===== src/rtl/multiport_register_file_pkg.sv =====
// Shared widths and types for the multi-port register file and its scoreboard.
// Combinational only; it adds no latency and has no backpressure.
package definitions;

  localparam int DATA_WIDTH     = 32;
  localparam int REG_WIDTH      = 5;
  localparam int RF_READ_PORTS  = 2;
  localparam int RF_WRITE_PORTS = 2;

  typedef logic [DATA_WIDTH-1:0] reg_data_t;
  typedef logic [REG_WIDTH-1:0]  reg_idx_t;

endpackage


===== src/rtl/multiport_register_file_scoreboard.sv =====
// Per-register busy bits: set by lock, cleared by writeback, priority reset > lock > clear.
// State visible one edge after lock/clear; no backpressure, every request is absorbed.
module register_scoreboard
  import definitions::*;
#(
  parameter int ADDR_W   = REG_WIDTH,
  parameter bit ZERO_REG = 1'b1
) (
  input  logic                                   clk,
  input  logic                                   rst,
  input  logic                                   lock,
  input  logic [ADDR_W-1:0]                      lock_dest,
  input  logic [RF_WRITE_PORTS-1:0]              clear,
  input  logic [RF_WRITE_PORTS-1:0][ADDR_W-1:0]  clear_dest,
  output logic [2**ADDR_W-1:0]                   busy
);

  localparam int DEPTH = 2**ADDR_W;

  logic [DEPTH-1:0] busy_q;
  logic [DEPTH-1:0] busy_d;

  // Lock is applied after clears so a fresh producer outranks the retiring one.
  always_comb begin
    busy_d = busy_q;
    for (int p = 0; p < RF_WRITE_PORTS; p++) begin
      if (clear[p]) busy_d[clear_dest[p]] = 1'b0;
    end
    if (lock) busy_d[lock_dest] = 1'b1;
    if (ZERO_REG) busy_d[0] = 1'b0;
  end

  always_ff @(posedge clk) begin
    if (rst) busy_q <= '0;
    else     busy_q <= busy_d;
  end

  assign busy = busy_q;

endmodule


===== src/rtl/multiport_register_file.sv =====
// Register file with READ_PORTS combinational reads, two writes, optional bypass and zero register.
// Writes land in one edge, reads are 0-cycle; no backpressure, all ports accept every cycle.
module multiport_register_file
  import definitions::*;
#(
  parameter int DATA_W     = DATA_WIDTH,
  parameter int ADDR_W     = REG_WIDTH,
  parameter int READ_PORTS = RF_READ_PORTS,
  parameter bit ZERO_REG   = 1'b1,
  parameter bit BYPASS     = 1'b1
) (
  input  logic                                   _CLK,
  input  logic                                   _RST,
  input  logic [RF_WRITE_PORTS-1:0]              _regWrite,
  input  logic [RF_WRITE_PORTS-1:0][ADDR_W-1:0]  _regDest,
  input  logic [RF_WRITE_PORTS-1:0][DATA_W-1:0]  _writeVal,
  input  logic [READ_PORTS-1:0][ADDR_W-1:0]      _regSrc,
  output logic [READ_PORTS-1:0][DATA_W-1:0]      value,
  output logic [READ_PORTS-1:0]                  srcBusy,
  input  logic                                   _lock,
  input  logic [ADDR_W-1:0]                      _lockDest
);

  localparam int DEPTH = 2**ADDR_W;

  logic [DATA_W-1:0]         regs [DEPTH];
  logic [DEPTH-1:0]          busy;
  logic [RF_WRITE_PORTS-1:0] wr_en;

  // Writes aimed at the hard-wired zero register are dropped before storage, bypass and scoreboard.
  always_comb begin
    wr_en = _regWrite;
    for (int p = 0; p < RF_WRITE_PORTS; p++) begin
      if (ZERO_REG && (_regDest[p] == '0)) wr_en[p] = 1'b0;
    end
  end

  // Port 1 is written last so it wins a same-destination conflict.
  always_ff @(posedge _CLK) begin
    if (_RST) begin
      for (int i = 0; i < DEPTH; i++) regs[i] <= '0;
    end else begin
      for (int p = 0; p < RF_WRITE_PORTS; p++) begin
        if (wr_en[p]) regs[_regDest[p]] <= _writeVal[p];
      end
    end
  end

  register_scoreboard #(
    .ADDR_W   (ADDR_W),
    .ZERO_REG (ZERO_REG)
  ) u_scoreboard (
    .clk        (_CLK),
    .rst        (_RST),
    .lock       (_lock),
    .lock_dest  (_lockDest),
    .clear      (wr_en),
    .clear_dest (_regDest),
    .busy       (busy)
  );

  for (genvar k = 0; k < READ_PORTS; k++) begin : g_read
    logic [DATA_W-1:0] rd_val;
    logic              rd_busy;

    // A bypass hit means the producer is retiring right now, so the operand is no longer owed.
    always_comb begin
      rd_val  = regs[_regSrc[k]];
      rd_busy = busy[_regSrc[k]];
      if (BYPASS) begin
        for (int p = 0; p < RF_WRITE_PORTS; p++) begin
          if (wr_en[p] && (_regDest[p] == _regSrc[k])) begin
            rd_val  = _writeVal[p];
            rd_busy = 1'b0;
          end
        end
      end
      if (ZERO_REG && (_regSrc[k] == '0)) begin
        rd_val  = '0;
        rd_busy = 1'b0;
      end
    end

    assign value[k]   = rd_val;
    assign srcBusy[k] = rd_busy;
  end

endmodule


===== config.mk =====
export PLATFORM = sky130hd
export DESIGN_NAME = multiport_register_file
export DESIGN_NICKNAME = d
export VERILOG_FILES = /design/src/rtl/multiport_register_file_pkg.sv /design/src/rtl/multiport_register_file_scoreboard.sv /design/src/rtl/multiport_register_file.sv
export SDC_FILE = /design/constraint.sdc
export NUM_CORES = 2
export LEC_CHECK = 0
export CAP_MARGIN = 20
export CELL_PAD_IN_SITES_DETAIL_PLACEMENT = 1
export CELL_PAD_IN_SITES_GLOBAL_PLACEMENT = 1
export CORE_ASPECT_RATIO = 0.9
export CORE_UTILIZATION = 40
export CTS_CLUSTER_DIAMETER = 120
export DETAILED_ROUTE_END_ITERATION = 6
export PLACE_DENSITY_LB_ADDON = 0.1
export SLEW_MARGIN = 15
export SYNTH_ARGS = -nofsm -noshare
export SYNTH_HDL_FRONTEND = slang
export SYNTH_SLANG_ARGS = --single-unit

===== constraint.sdc =====
create_clock -name _CLK -period 4 [get_ports _CLK]
set_clock_uncertainty 0.2 [all_clocks]
set_input_delay 0.8 -clock _CLK [delete_from_list [all_inputs] [get_ports _CLK]]
set_output_delay 0.8 -clock _CLK [all_outputs]
set_load 0.005 [all_outputs]

==> results.cfg <==
[timing]
tightestPinTransition_ns = 0.853
fin_setup_tns_ns = -0.0212
rsz0062_at_grt = true
fin_crit_sh_pct = 100
setup_viol = 2
fmax_mhz = 249
final.min_clock_period_ns = 4.01
hold_viol_final = 0
slew_viol_final = 0
setup_ws_ns = -0.0143
maxSlewHeadroom_pct = 43.1

[power]
clkPwrFrac_pct = 38.0
leakage_nw = 26.9
power_per_cell_area_mw_per_mm2 = 383
p_int_mw = 21.4
power_mw = 29.3
ir_drop_mv = 0.345
pwr-share-seq_pct = 44.9
p_sw_share_pct = 27.1
switchingPower_mw = 7.95
p_comb_share_pct = 17.1

[detailed_routing]
wl_per_cell_um = 44.1
ant_nets = 0
wl_um = 299000
num_vias = 49658
drtPass1Iterations = 5
drtIter0Drc = 7850
viasPerCell = 7.34
drc = 0

[placement]
gp_congestion = 0.907
hpwlAfterDp_um = 186000
portBuffers = 159
place_inst = 6406
postPlaceCellArea_mm2 = 0.0698

[cts]
clock-sinks = 1055
holdBufCountCts = 0
htreeDepth = 3
root_buffer = clkbuf_16
clk_latency_ns = 0.76
clk_pin_slew_ns = 0.06
numCtsBuffers = 118
cts_tree = done
clockBufferDepth = 3

[cells_and_area]
drive_gt1_share_pct = 36.9
fillers = 14573
areaGrowthSynthToFinish_pct = 24.3
design_area_mm2 = 0.0766
finalNonFillerCells = 6766
layout_common_cells = 1071 x a22o_1, 1024 x edfxtp_1, 487 x buf_4, 456 x mux4_2, 191 x buf_12
fin_nets = 4760
final_common_cell = a22o_1

[synthesis]
synth_edf_count = 1024
seq_area_frac_synth_pct = 50.9
synth_cell_types = 65
synth_flop_cell = edfxtp_1
synth-xor-area-share_pct = 0.284
ys_seq_elements = 1055
avgSynthCellArea_um2 = 14.3
synthMuxAreaShare_pct = 19.1
syn-instance-count = 4314
synthesis.area_mm2 = 0.0616
synth_compound_area_share_pct = 20.7
async_flop_share_pct = 0
synth_fa_ha_area_share_pct = 0
synth_top_family_by_area = compound AO/OA/AOI/OAI gates
ys.warnings.count = 0
yosys.area_share.simple_pct = 3.53

[global_route]
grt_use_total_pct = 37.6
antenna_found_initial = 1
grt_pass1_wl_um = 405000
grt_overflow = 0
grt_pass1_vias = 49885
grt_max_degree = 43

[worst_setup_path]
cpMostUsedCell = buf_4
setup.worst_path.start_class = input port
required_ns = 3.00
cp_slowest_stage_delay_ns = 0.49
end_kind = output pin
cpMaxStageDelayCell = mux4_2
crit_type = in -> out
cp_max_fo = 7
cp_cell_sequence = buf_16 > buf_16 > buf_4 > buf_4 > mux4_2 > a22o_1 > nor3_2 > buf_4 > nor4_4 > buf_4 > a221o_1 > buf_2
reg2reg_slack_ns = 3.06
crit_arrival_ns = 3.01

[floorplan]
die_width_um = 416
coreArea_mm2 = 0.153
initial_core_util_pct = 40.3
die_h_um = 374
fp-row-count = 136
pin_count = 160
die_area_mm2 = 0.156

[outcome]
status = complete, but fails checks
violations = setup timing

[run]
cap_violations = 0

[worst_hold_path]
hold_path.class = reg -> reg
## through the flow
step | hold slack [ns] | worst slack, ns | utilization [%]
floorplan | 0.252 | 0.498 | -
global placement | 0.270 | -1.04 | 45.7
detailed placement | 0.276 | -1.01 | 45.7
CTS | 0.301 | -0.0372 | 49.9
global route | 0.322 | -0.0654 | 50.1
finish | 0.294 | -0.0143 | 50.1
## cells in the mapped netlist, drive strengths merged, types with 4 or more instances
cell,n,area [um^2]
a22o,1082,9480
edfxtp,1024,30700
mux4,456,10300
clkbuf,385,1450
buf,325,1780
mux2i,141,1410
nor3,102,648
nor2,76,285
o22ai,64,400
o221ai,61,534
a21oi,56,280
a22oi,55,413
o21ai,43,215
inv,42,158
nand2,40,150
nor4,35,219
a221oi,33,477
a211o,32,280
a211oi,31,233
dfxtp,31,621
a221o,30,300
nand2b,29,181
or3,15,98.8
nand3,13,65.1
nand3b,13,97.6
xnor2,13,114
nor2b,10,62.6
nor3b,8,60.1
mux2,7,78.8
xor2,7,61.3
or3b,6,52.6
and2,5,31.3
and3b,5,43.8
or2,5,31.3
nor4b,4,41.3
## power groups by stage
stage / logic, mW / clock network (mW) / registers [mW]
2_1_floorplan: 2.46 / 0 / 13.2
3_3_place_gp: 4.53 / 0 / 13.3
3_5_place_dp: 4.56 / 0 / 13.4
4_1_cts: 4.85 / 11.2 / 13.1
5_1_grt: 5.11 / 11.6 / 13.2
6_report: 5.00 / 11.1 / 13.2
## final timing paths
| path | from | endpoint | depth (start not counted) |
|---|---|---|---|
| setup / recovery | _regSrc[6] | value[39] | 12 |
| setup reg to reg | u_scoreboard.busy[24] | u_scoreboard.busy[24] | 2 |
| hold / removal | u_scoreboard.busy[5] | u_scoreboard.busy[5] | 2 |
| hold reg to reg | u_scoreboard.busy[5] | u_scoreboard.busy[5] | 2 |
## metal layers
layer	share of wire (%)	up-vias	routed length (um)	track usage, %
met5	0	-	0	0
met2	43	3731	128000	54.7
met4	5.7	0	16900	19.1
met1	38	26240	114000	50.7
li1	-	18898	-	-
met3	13	789	39100	11.6
## area by class of cell
cell class	instances	area [um^2]	area share, %
inverter	42	158	0.206
sequential	1055	31400	41.0
multi-input combinational	2538	28800	37.6
antenna	1	2.50	0.00327
clock inverter	64	627	0.818
timing repair buffer	911	9960	13.0
clock buffer	154	3190	4.16
tap	2001	2500	3.27
## logic make-up (layout without fill, tap and decap cells)
kind of cell	after synthesis	in the layout
multiplexers	604	604
XOR/XNOR	20	20
AND/OR/NAND/NOR	380	380
buffers and inverters	752	1171
other	1	33
AO/OA/AOI/OAI	1502	1502
flip-flops	1055	1055
## timing repair
item | 4_1_cts | 5_1_grt
resized for setup | 479 | 104
pin swaps | 87 | 51
buffers inserted | 117 | 28
endpoints found under the setup margin | 66 | 64
gates cloned | 7 | 4
## registers in the layout (all words and copies together), names as in the netlist
| name | cells |
|---|---|
| u_scoreboard.busy | 31 |
| regs | 1024 |
## worst max-delay path: cells and delay by family
| kind | cells | cell delay [ns] |
|---|---|---|
| buffers and inverters | 7 | 0.99 |
| AO/OA/AOI/OAI | 2 | 0.53 |
| multiplexers | 1 | 0.49 |
| AND/OR/NAND/NOR | 2 | 0.19 |
Power figures use the tool's default switching activity.
